**src/rtl/mem_access_unit.sv**
```systemverilog
`default_nettype none
// +----------------------------------------------------------------------+
// | mem_access_unit: IDLE/REQ/DONE load/store sequencer with ack timeout  |
// | Rev 1.0                                                              |
// +----------------------------------------------------------------------+
module mem_access_unit #(
  parameter int TIMEOUT = 15,
  parameter int WIDTH   = 21
) (
  input  logic             clk,
  input  logic             rst,
  input  logic [WIDTH-1:0] AluResult,
  input  logic [WIDTH-1:0] WriteData,
  input  logic             MemRead,
  input  logic             MemWrite,
  output logic             Stall,
  output logic [WIDTH-1:0] ReadData,
  output logic             BusError,
  output logic             MemReq,
  output logic             MemWe,
  output logic [WIDTH-1:0] MemAddr,
  output logic [WIDTH-1:0] MemWData,
  input  logic             MemAck,
  input  logic [WIDTH-1:0] MemRData
);

  localparam logic [1:0] IDLE = 2'd0;
  localparam logic [1:0] REQ  = 2'd1;
  localparam logic [1:0] DONE = 2'd2;
  localparam logic [7:0] TIMEOUT_C = 8'(TIMEOUT);

  logic [1:0]       state_q, state_d;
  logic [7:0]       cnt_q, cnt_d;
  logic             req_q, req_d;
  logic             we_q, we_d;
  logic             berr_q, berr_d;
  logic [WIDTH-1:0] addr_q, addr_d;
  logic [WIDTH-1:0] wdata_q, wdata_d;
  logic [WIDTH-1:0] rdata_q, rdata_d;

  always_comb begin
    state_d = state_q;
    cnt_d   = cnt_q;
    req_d   = req_q;
    we_d    = we_q;
    berr_d  = berr_q;
    addr_d  = addr_q;
    wdata_d = wdata_q;
    rdata_d = rdata_q;
    case (state_q)
      IDLE: begin
        if (MemRead || MemWrite) begin
          addr_d  = AluResult;
          wdata_d = WriteData;
          we_d    = MemWrite;
          req_d   = 1'b1;
          cnt_d   = 8'd0;
          state_d = REQ;
        end
      end
      REQ: begin
        // An ack on the timeout edge still counts as success.
        if (MemAck) begin
          req_d   = 1'b0;
          berr_d  = 1'b0;
          if (!we_q) rdata_d = MemRData;
          state_d = DONE;
        end else begin
          cnt_d = cnt_q + 8'd1;
          if (cnt_q == TIMEOUT_C - 8'd1) begin
            req_d   = 1'b0;
            rdata_d = '0;
            berr_d  = 1'b1;
            state_d = DONE;
          end
        end
      end
      DONE: begin
        berr_d  = 1'b0;
        state_d = IDLE;
      end
      default: state_d = IDLE;
    endcase
  end

  always_ff @(posedge clk or posedge rst) begin
    if (rst) begin
      state_q <= IDLE;
      cnt_q   <= 8'd0;
      req_q   <= 1'b0;
      we_q    <= 1'b0;
      berr_q  <= 1'b0;
      addr_q  <= '0;
      wdata_q <= '0;
      rdata_q <= '0;
    end else begin
      state_q <= state_d;
      cnt_q   <= cnt_d;
      req_q   <= req_d;
      we_q    <= we_d;
      berr_q  <= berr_d;
      addr_q  <= addr_d;
      wdata_q <= wdata_d;
      rdata_q <= rdata_d;
    end
  end

  // Gated by rst so an abandoned access releases the pipeline immediately.
  assign Stall    = !rst && (((state_q == IDLE) && (MemRead || MemWrite)) || (state_q == REQ));
  assign ReadData = rdata_q;
  assign BusError = berr_q;
  assign MemReq   = req_q;
  assign MemWe    = we_q;
  assign MemAddr  = addr_q;
  assign MemWData = wdata_q;

endmodule
`default_nettype wire

```
**config.mk**
```make
export PLATFORM = sky130hd
export DESIGN_NAME = mem_access_unit
export DESIGN_NICKNAME = d
export VERILOG_FILES = /design/src/rtl/mem_access_unit.sv
export SDC_FILE = /design/constraint.sdc
export NUM_CORES = 1
export LEC_CHECK = 0
export CAP_MARGIN = 5
export CORE_ASPECT_RATIO = 0.5
export CORE_MARGIN = 3
export CORE_UTILIZATION = 46
export CTS_CLUSTER_DIAMETER = 100
export CTS_CLUSTER_SIZE = 40
export DETAILED_ROUTE_END_ITERATION = 10
export PLACE_DENSITY = 0.91
export SKIP_CTS_REPAIR_TIMING = 1
export SLEW_MARGIN = 15
export SYNTH_ARGS = -nofsm -noshare
export SYNTH_HDL_FRONTEND = slang
export SYNTH_SLANG_ARGS = --single-unit
```
**constraint.sdc**
```tcl
create_clock -name clk -period 3.9 [get_ports clk]
set_input_delay 0.78 -clock clk [delete_from_list [all_inputs] [get_ports clk]]
set_output_delay 0.78 -clock clk [all_outputs]
set_load 0.01 [all_outputs]
```
# Yosys cells after proc, flatten, opt, wreduce, memory -nomap -nowiden
# Index checks and enable logic that the tools add are counted.
[totals]
inputBits = 68
elab_cells = 48
register_bits = 76
[op_classes]
n_reduce_logical = 15
eq_ne = 7
muxes = 17
addsub = 1
[ops]
columns = ["cell", "n"]
rows = [
  ["$mux 21", 3],
  ["$mux 8", 2],
  ["$pmux 8 s2", 1],
  ["$reduce_and 3->1", 3],
  ["$add 8x1->8 const B", 1],
  ["$eq 8x4->1 const B", 1],
  ["$mux 2", 3],
  ["$ne 2x2->1 const B", 3],
  ["$reduce_and 2->1", 3],
  ["$reduce_bool 2->1", 3],
  ["$mux 1", 5],
  ["$pmux 1 s2", 2],
  ["$pmux 2 s2", 1],
  ["$ne 3x3->1 const B", 1],
  ["$eq 2x1->1 const B", 1],
  ["$eq 2x2->1 const B", 1],
  ["$logic_and 1x1->1", 2],
  ["$logic_not 2->1", 1],
  ["$logic_or 1x1->1", 2],
  ["$logic_not 1->1", 1],
]

# Longest topological paths before layout
[logic_depth]
word_depth = 4
mapped_depth = 6
depth_no_buf = 5

# Worst setup path before layout
# Ideal clock, no wire load.
[synth_path]
path_kind = "input to output"
from = "input MemWrite"
to = "output Stall"
cell_stages = 3
path_slack_ns = 1.720
t_arrival_ns = 1.400
n_path_buf = 1
cell_sequence = "nor3_1 -> clkbuf_1 -> nor3_1"
[synth_via]
elab_chain_cells = 4
[synth_lines]
columns = ["element", "line_no", "text"]
rows = [
  ["start, declared", "15", "input logic MemWrite,"],
  ["$logic_or 1x1->1", "109", "assign Stall = !rst && (((state_q == IDLE) && (MemRead || MemWrite)) || (state_q == REQ));"],
  ["$logic_and 1x1->1", "109", ""],
  ["$logic_or 1x1->1", "109", ""],
  ["$logic_and 1x1->1", "109", ""],
  ["end, declared", "16", "output logic Stall,"],
]
# Every way passes these cells.

# Worst setup path in the final report
# Same ends and word-level chain as after synthesis.

==> results.md <==
- Worst-path fanout max: 12
- Psw: ~1.2 mW
- Clock Skew: 0.009165 ns
- Actual slew at the worst max-slew pin: roughly 0.93 ns
- Fmax: about 320 MHz
- DPL Wire Length: ~6000 um
- GP Congestion: 0.8635
- Avg WL per Cell: ~19 um
- Pin count of the biggest net entering global routing: 56
- Number of cells produced by synthesis: about 230
- Fin Hold WS: between 0.5 and 0.6 ns
- Final period utilization: between 80% and 90%
- Flop pwr share: between 30% and 40%
- Post-layout min period: approximately 3.2 ns
- First-pass GRT wire length: 13800 um
- EDFF count, synth: 0
- Largest cells by area after synthesis: dfrtp_1 (59%), mux2_2 (14%), a221o_1 (6.2%), and2_1 (4.5%), buf_6 (2.1%)
- Leak: between 1.5 and 2 nW
- Routed Antenna Nets: 0
- Max IR drop VDD: 0.0003047 V
- Stages on the worst setup path: 5
- Fin nets: 440
- FFs w/ async S/R, synth: between 90% and 100%
- CP bufs+invs: 3
- Drt pass-1 iters: 4
- WP data required: between 3 and 4 ns
- Mux cell area share after synthesis: between 15 and 20%
- Synthesis-stage register bit count: 76
- # H-tree levels: 3
- Storage cell area: between 1500 and 2000 sq um
- RSZ-0062 raised after global routing: false
- Slew Viols, Final: 0
- Internal power: 2.697 mW
- Antenna violations before repair: 0
- Inserted Diodes: 0
- Seq/Total Area, Yosys: between 50% and 60%
- DRT Wirelength: about 8900 um
- Worst setup endpoint: Stall
- Complex-gate fraction of the synthesized area: 11.44%
- Synth Area in Adders: less than 1%
- Residual DRC: 0
- Crit-path leading delay family: buffers and inverters
- Final setup TNS: 0 ns
- Synth Net Count: 304
- Vias post-DR: roughly 2500
- CTS max path bufs: 2
- Post-DR vias/cell: between 5 and 6
- Reg2reg setup slack: between 1.5 and 2 ns
- Hold Path Class: register to register
- Die Span Y: around 65 um
- Synth top area share: between 50% and 60%
- Synth Area in Simple Gates: under 10%
- Placed Cells: between 400 and 500
- Crit path largest cell delay: ~0.6 ns
- Reg2reg end: ReadData[19]
- # Max-Cap Violations: 0
- Initial core utilization: around 50%
- Fraction of layout instances using a drive strength above 1: 17.33%
- Final cell count without fillers: around 460
- Clock transition time at the flip-flop clock pins of the worst setup and hold paths: around 0.060 ns
- Area grow syn2layout: 53.01%
- Synth cell types: 39
- Die Area: 8117 sq um
- Most common cell after layout, fill and taps aside: clkdlybuf4s50_1
- CTS tree: yes
- Worst setup path start: MemWrite
- Area leader, netlist: dfrtp_1
- Design area: 4937 sq um
- FF-to-FF path depth: 3
- Relative slew slack: ~38%
- Post-placement cell area: ~4600 sq um
- CP Launch Type: input port
- Clk sinks: 76
- Worst r2r src: state_q[1]
- Inserted Clock Buffers: 9
- Fin. Hold Viols: 0
- CP cell instances: clkdlybuf4s50_1 -> nor3_1 -> buf_4 -> nor3_1 -> clkdlybuf4s50_1
- Power Density: ~790 nW/um^2
- Nature of the critical path endpoint: output pin
- GRT overflow: 0
- Clock Latency Late Sink: roughly 0.33 ns
- Largest family of logic cells by synthesized area: multiplexers
- Clock Power Share: 23.0%
- Multi-input logic area: 1222 sq um
- Yosys warning total: 0
- Rows: 20
- Area share of xor/xnor cells in the synthesized design: less than 1%
- Die width: between 100 and 150 um
- CP Class: input port to output pin
- Root buffer cell: clkbuf_16
- Most frequent cells in the layout: clkdlybuf4s50_1 (134), dfrtp_1 (76), mux2_2 (40)
- Total GRT Usage: 21.68%
- Buffers on Ports: ~130
- Avg Synthesized Cell Area: between 10 and 15 sq um
- Fill count: roughly 370
- Hold Crit Start: MemWData[9]
- Sw Ratio: a little under a third
- Final setup vio count: 0
- Ys flop type: dfrtp_1
- Gate power share: 41.4%
- Initial drt markers: roughly 200
- Outcome: finished clean
- CP arrival: 2.38 ns
- Synth Cell Area: ~3200 sq um
- # IOs: roughly 140
- Slowest CP cell: clkdlybuf4s50_1
- Core ar.: 6431 sq um
- Vias in the first global route: roughly 2600
how the worst min path moves through the flow:
stage | cells past startpoint | endpoint | slack (ns)
6_report | 1 | MemWData[9] | 0.51
5_1_grt | 1 | MemWData[9] | 0.53
4_1_cts | 1 | MemWData[8] | 0.51
3_5_place_dp | 1 | MemWData[3] | 0.48
3_3_place_gp | 1 | MemWData[2] | 0.48
2_1_floorplan | 1 | cnt_q[0] | 0.51
state kept, by name, indices dropped and copies added, names as in the netlist:
name,flops
MemAddr,21
MemWe,1
MemReq,1
cnt_q,8
state_q,2
ReadData,21
MemWData,21
BusError,1
layout make-up:
cell class | count | share of cell area (%)
clock buffers | 12 | 4.992
clock inverters | 4 | 1.470
inverters | 3 | 0.2534
multi-input cells | 142 | 24.76
flip-flops and latches | 76 | 38.52
well taps | 88 | 2.230
repair buffers | 138 | 27.78
cell usage after synthesis, types with 2 or more instances:
cell      number
a21oi_1        2
a221o_1       20
and2_1        23
buf_6          6
clkbuf_1       7
dfrtp_1       76
ha_1           2
inv_1          3
mux2_1         2
mux2_2        40
mux2i_1        3
nand2b_1       2
nand3_1        3
nand4_1        2
nor2_1         6
nor3_1         2
nor4b_1        2
o21ai_0        7
o21bai_1       3
o31a_1         2
o31ai_1        3
power by group through the flow:
stage / Sequential [mW] / Clock [mW] / Combinational (mW)
after floorplan: 1.50 / 0 / 0.600
after global placement: 1.35 / 0 / 1.55
after detailed placement: 1.38 / 0 / 1.60
after CTS: 1.39 / 0.897 / 1.62
after global routing: 1.43 / 0.933 / 1.70
final: 1.38 / 0.890 / 1.60
stage by stage:
stage | util (%) | setup WS, ns | power, mW
after global placement | 71.75 | 0.8907 | 2.898
after floorplan | - | 1.182 | 2.095
after CTS | 76.75 | 0.7402 | 3.906
after detailed placement | 71.79 | 0.8515 | 2.984
after global routing | 76.77 | 0.6335 | 4.060
final | 76.77 | 0.7391 | 3.878
cells by family (layout without fill, tap and decap cells):
family | after synthesis | in the layout
flops | 76 | 76
simple gates | 50 | 50
mux | 45 | 45
compound gates | 44 | 44
buf+inv | 16 | 157
fa+ha+maj | 2 | 2
xor+xnor | 1 | 1
routing by layer:
metal | part of all wire [%] | GRT usage, %
met3 | 4.5 | 4.708
met2 | 55 | 41.80
met4 | 3.0 | 9.153
met1 | 37 | 23.49
met5 | 0 | 0
No activity file was read; power rests on OpenSTA's default activity.
